==> src/rtl/histogram_frame_ctrl.sv <==
// histogram_frame_ctrl: sequences one histogram bank through accumulate,
// readout and clear for each frame.
// The optional trailer word is enabled by defining CHECKSUM_TRAILER_EN. When it
// is defined, a wrapping DATA_W-bit sum of all bin words follows the last bin
// and carries out_last.
//
// state     | meaning
// ----------+--------------------------------------------------------------
// S_IDLE    | waiting for frame_start, histogram in write mode
// S_ACCUM   | frame in progress, pixel strobes gated through to histogram
// S_RD_WAIT | hist_bin driven, waiting out the histogram read latency
// S_SEND    | word held on out_data/out_valid until the consumer accepts it
// S_CLEAR   | one-cycle clear pulse to histogram, then back to idle
module histogram_frame_ctrl #(
  parameter int BINS   = 1024,
  parameter int BIN_AW = 10,
  parameter int DATA_W = 24,
  parameter int RD_LAT = 4
) (
  input  logic              clk,
  input  logic              rst,
  input  logic              frame_start,
  input  logic              frame_end,
  input  logic              pixel_valid,
  output logic              hist_pixel_valid,
  output logic              hist_rw,
  output logic [BIN_AW-1:0] hist_bin,
  input  logic [DATA_W-1:0] hist_data,
  output logic              hist_clr,
  output logic [DATA_W-1:0] out_data,
  output logic              out_valid,
  input  logic              out_ready,
  output logic              out_last,
  output logic              busy,
  output logic [7:0]        drop_cnt
);

  typedef enum logic [2:0] {
    S_IDLE,
    S_ACCUM,
    S_RD_WAIT,
    S_SEND,
    S_CLEAR
  } state_t;

  localparam logic [BIN_AW-1:0] BIN_LAST  = BIN_AW'(BINS - 1);
  // The bin counter sits at 0 throughout ACCUM, so the first bin address has
  // already been stable for one cycle when RD_WAIT is entered; later bins pay
  // the full latency after the address changes on the handshake.
  localparam logic [3:0]        LAT_FIRST = 4'(RD_LAT - 1);
  localparam logic [3:0]        LAT_FULL  = 4'(RD_LAT);

  state_t              state_q, state_d;
  logic [BIN_AW-1:0]   bin_q, bin_d;
  logic [3:0]          lat_q, lat_d;
  logic [DATA_W-1:0]   data_q, data_d;
  logic [7:0]          drop_q, drop_d;
  logic                hs;
`ifdef CHECKSUM_TRAILER_EN
  logic [DATA_W-1:0]   sum_q, sum_d;
  logic                trl_q, trl_d;
`endif

  // State and datapath registers, synchronous reset
  always_ff @(posedge clk) begin
    if (rst) begin
      state_q <= S_IDLE;
      bin_q   <= '0;
      lat_q   <= '0;
      data_q  <= '0;
      drop_q  <= '0;
`ifdef CHECKSUM_TRAILER_EN
      sum_q   <= '0;
      trl_q   <= 1'b0;
`endif
    end else begin
      state_q <= state_d;
      bin_q   <= bin_d;
      lat_q   <= lat_d;
      data_q  <= data_d;
      drop_q  <= drop_d;
`ifdef CHECKSUM_TRAILER_EN
      sum_q   <= sum_d;
      trl_q   <= trl_d;
`endif
    end
  end

  // Next-state, bin walk, read-latency down-counter and drop counting
  always_comb begin
    state_d = state_q;
    bin_d   = bin_q;
    lat_d   = lat_q;
    data_d  = data_q;
    drop_d  = drop_q;
`ifdef CHECKSUM_TRAILER_EN
    sum_d   = sum_q;
    trl_d   = trl_q;
`endif
    hs = (state_q == S_SEND) && out_ready;

    if (frame_start && (state_q == S_RD_WAIT || state_q == S_SEND ||
                        state_q == S_CLEAR) && (drop_q != 8'hFF)) begin
      drop_d = drop_q + 8'd1;
    end

    case (state_q)
      S_IDLE: begin
        if (frame_start) state_d = S_ACCUM;
      end
      S_ACCUM: begin
        if (frame_end) begin
          state_d = S_RD_WAIT;
          bin_d   = '0;
          lat_d   = LAT_FIRST;
`ifdef CHECKSUM_TRAILER_EN
          sum_d   = '0;
          trl_d   = 1'b0;
`endif
        end
      end
      S_RD_WAIT: begin
        if (lat_q == 4'd0) begin
          data_d  = hist_data;
          state_d = S_SEND;
        end else begin
          lat_d = lat_q - 4'd1;
        end
      end
      S_SEND: begin
        if (hs) begin
`ifdef CHECKSUM_TRAILER_EN
          if (trl_q) begin
            state_d = S_CLEAR;
            bin_d   = '0;
            trl_d   = 1'b0;
          end else if (bin_q == BIN_LAST) begin
            // Trailer goes out straight from SEND; hist_bin stays put.
            sum_d  = sum_q + data_q;
            data_d = sum_q + data_q;
            trl_d  = 1'b1;
          end else begin
            sum_d   = sum_q + data_q;
            bin_d   = bin_q + 1'b1;
            lat_d   = LAT_FULL;
            state_d = S_RD_WAIT;
          end
`else
          if (bin_q == BIN_LAST) begin
            state_d = S_CLEAR;
            bin_d   = '0;
          end else begin
            bin_d   = bin_q + 1'b1;
            lat_d   = LAT_FULL;
            state_d = S_RD_WAIT;
          end
`endif
        end
      end
      S_CLEAR: begin
        state_d = S_IDLE;
      end
      default: begin
        state_d = S_IDLE;
      end
    endcase
  end

  assign hist_pixel_valid = pixel_valid && (state_q == S_ACCUM);
  assign hist_rw          = (state_q == S_IDLE) || (state_q == S_ACCUM) ||
                            (state_q == S_CLEAR);
  assign hist_bin         = bin_q;
  assign hist_clr         = (state_q == S_CLEAR);
  assign out_data         = data_q;
  assign out_valid        = (state_q == S_SEND);
`ifdef CHECKSUM_TRAILER_EN
  assign out_last         = (state_q == S_SEND) && trl_q;
`else
  assign out_last         = (state_q == S_SEND) && (bin_q == BIN_LAST);
`endif
  assign busy             = (state_q != S_IDLE);
  assign drop_cnt         = drop_q;

endmodule

==> config.mk <==
export PLATFORM = sky130hd
export DESIGN_NAME = histogram_frame_ctrl
export DESIGN_NICKNAME = d
export VERILOG_FILES = /design/src/rtl/histogram_frame_ctrl.sv
export SDC_FILE = /design/constraint.sdc
export NUM_CORES = 1
export LEC_CHECK = 0
export ABC_AREA = 1
export CAP_MARGIN = 20
export CORE_ASPECT_RATIO = 0.8
export CORE_MARGIN = 1.5
export CORE_UTILIZATION = 43
export CTS_BUF_LIST = sky130_fd_sc_hd__clkbuf_4 sky130_fd_sc_hd__clkbuf_8
export DETAILED_ROUTE_END_ITERATION = 6
export DONT_BUFFER_PORTS = 1
export HOLD_SLACK_MARGIN = 0.15
export PLACE_DENSITY = 0.66
export RECOVER_POWER = 25
export SLEW_MARGIN = 0
export SYNTH_ARGS = -nofsm -noshare
export SYNTH_HDL_FRONTEND = slang
export SYNTH_SLANG_ARGS = --single-unit
export TNS_END_PERCENT = 50
==> constraint.sdc <==
create_clock -name clk -period 1.71 [get_ports clk]
set_clock_uncertainty 0.05 [all_clocks]
set_input_delay 0.342 -clock clk [delete_from_list [all_inputs] [get_ports clk]]
set_output_delay 0.342 -clock clk [all_outputs]
set_load 0.05 [all_outputs]
==> metrics.txt <==
status finished, violations left; failing checks negative setup slack; post-synth net total 367; post-synthesis instance area 0.00239 mm^2; critical path endpoint category primary output; FFs w/ async S/R, synth 0%; Net Sw Power 2.36 mW; MaxCap Viol Count 0; CP Launch Point hist_bin[1]; Comb pwr share 37.0%; Rows 24; Internal 2.51 mW; GRT Residual Overflow 0; num ports 78; number of H-tree levels 2; Worst EP arrival 1.33 ns; first-iteration detailed-routing DRC count 54; DP Worst Slack 0.0579 ns; Max Slew Vio Count 0; worst hold stages 3; core footprint 0.00541 mm^2; first-pass GRT wire length 9.88 mm; Commonest cells post-synth nor2_1, nand2_1, dfxtp_1, inv_1, o21ai_0; Avg WL per Cell 12.7 um; Top FF cell, synth dfxtp_1; CTS Buf Count 5; synth top area cells dfxtp_1, nor2_1, nand2_1, o21ai_0, inv_1; Worst Tran Pin Value 0.597 ns; PwrDens 1590 mW/mm^2; Hold Path Origin frame_start; post-DP HPWL 3.94 mm; final setup fails 1; worst path required time 1.32 ns; GRT Util Overall 20.2%; Net count, final 423; Tot Pwr 4.87 mW; DIE WIDTH 86.3 um; kind of critical path flip-flop to primary output; register bit count reported by yosys 49; Longest Clk Path Bufs 2; maximum vdd drop 861 uV; Final WS setup -0.00905 ns; die height 69.6 um; share of post-route cells with drive strength above 1 24.4%; crit-path max FO 3; Finished Layout Cells 455; Syn Inst Count 333; total length of routed wires 5.79 mm; TritonRoute pass-1 iters 4; Synth area leader dfxtp_1; clk sink count 49; Slew HR 60.4%; Ys Warns 0; vias in the first global route 2226; R2R cell count 10; clk root buf clkbuf_8; initial antenna violation count 0; Routability Congestion 0.852; P_leak 1.35 nW; DRC viols 0; worst r2r src state_q[2]; Tcrit/Tclk final 101%; DR vias 2260; RSZ-0062 raised after global routing true; number of synthesized flops with an enable pin 0; clock share of power 17.6%; register share of total power 45.4%; Port-buffer cells 0; CTS tree yes; layout overhead on the synthesized area 28.7%; Worst-path clk slew 0.09 ns; full die area 0.00601 mm^2; clock latency on the worst-skew pair 0.29 ns; Worst setup SP type flip-flop; Hold Path Class primary input to flip-flop; Fmax achieved 0.582 GHz; Avg Inst Size Synth 7.17 um^2; min Tclk post-route 1.72 ns; placed insts 419; sequential share of the synthesized area 41.1%; Initial Utilization 44.2%; Antenna diodes 0; remaining antenna violation count 0; final-report hold violation count 0; sw frac 48.4%; Via density 4.97; pin count of the biggest net entering global routing 25; most frequent cell after synthesis nor2_1; Yosys cell types 31; top cell type's share of synthesized area 41.1%
final cells by class:
cell class,count,area (um^2)
well taps,65,81.3
multi-input cells,237,1240
clock inverters,2,37.5
clock buffers,6,82.6
flip-flops and latches,49,1000
repair buffers,61,497
inverters,35,135
fillers,520,2330
registers in the layout (all words and copies together), names as in the netlist:
register	count
hist_bin	10
drop_cnt	8
out_data	24
state_q	3
lat_q	4
power by group through the flow:
stage	combinational (mW)	sequential [mW]	clock, mW
2_1_floorplan	1.34	2.24	0
3_3_place_gp	1.71	2.20	0
3_5_place_dp	1.73	2.21	0
4_1_cts	1.81	2.21	0.893
5_1_grt	2.04	2.24	0.928
6_report	1.80	2.21	0.859
through the flow:
stage / cell area [um^2] / hold WS [ns] / setup TNS (ns) / util [%]
6_report: 3070 / 0.247 / -0.00905 / 56.8
5_1_grt: 3070 / 0.254 / -0.0884 / 56.8
4_1_cts: 3090 / 0.241 / -0.00804 / 57.2
3_5_place_dp: 2660 / 0.352 / 0 / 49.1
3_3_place_gp: 2660 / 0.350 / 0 / 49.1
2_1_floorplan: 2410 / 0.391 / -0.105 / -
critical path, cell delays in order, from the launching register on:
cell and delay, ns:
dfxtp_4 0.37, ha_4 0.14, nand3_4 0.08, nor2_4 0.12, nand3_2 0.10, clkinvlp_4 0.23
cells in the final DEF, fill, tap and decap left out, types with 3 or more instances in the layout:
master	Yosys	layout
inv_2	5	5
nand2_1	51	51
clkbuf_8	0	6
clkbuf_2	0	8
nor2_4	5	6
a21oi_1	14	14
a21oi_2	4	4
nor2_2	3	4
inv_1	30	29
nor2_1	76	74
ha_1	4	3
dfxtp_1	49	38
nand4_1	6	6
dfxtp_2	0	8
buf_4	1	27
dlygate4sd3_1	0	25
dfxtp_4	0	3
nand3_2	3	4
nand2_2	11	11
o21ai_0	27	27
nand3_1	16	14
what timing repair did:
item | CTS | global route
setup endpoints to repair | 4 | 2
buffers inserted | 3 | 0
hold endpoints to repair | 31 | 0
pin swaps | 4 | 0
gates resized for setup | 11 | 1
hold buffers | 25 | 0
cells by family (layout without fill, tap and decap cells):
family          after synthesis  after routing  share of synthesized area [%]
flops                        49             49                           41.1
fa+ha+maj                     4              4                           2.10
buf+inv                      47            104                           8.81
xor+xnor                      4              4                           1.47
simple gates                180            180                           35.4
compound gates               49             49                           11.1
path summary, 6_finish.rpt:
| path | slack [ns] | endpoint |
|---|---|---|
| max | -0.009 | out_last |
| min | 0.25 | drop_cnt[6] |
| max reg2reg | 0.18 | hist_bin[8] |
| min reg2reg | 0.42 | lat_q[1] |
routing by layer:
metal  global-route usage [%]  vias to the layer above  part of all wire [%]  routed length [um]
met5                        0                        -                     0                   0
met3                     5.36                        6                   7.6                 438
li1                         -                     1164                     -                   -
met2                     34.6                       83                    47                2720
met1                     25.6                     1007                    45                2590
met4                     4.12                        0                  0.83                  48
No activity file was read; power rests on OpenSTA's default activity.
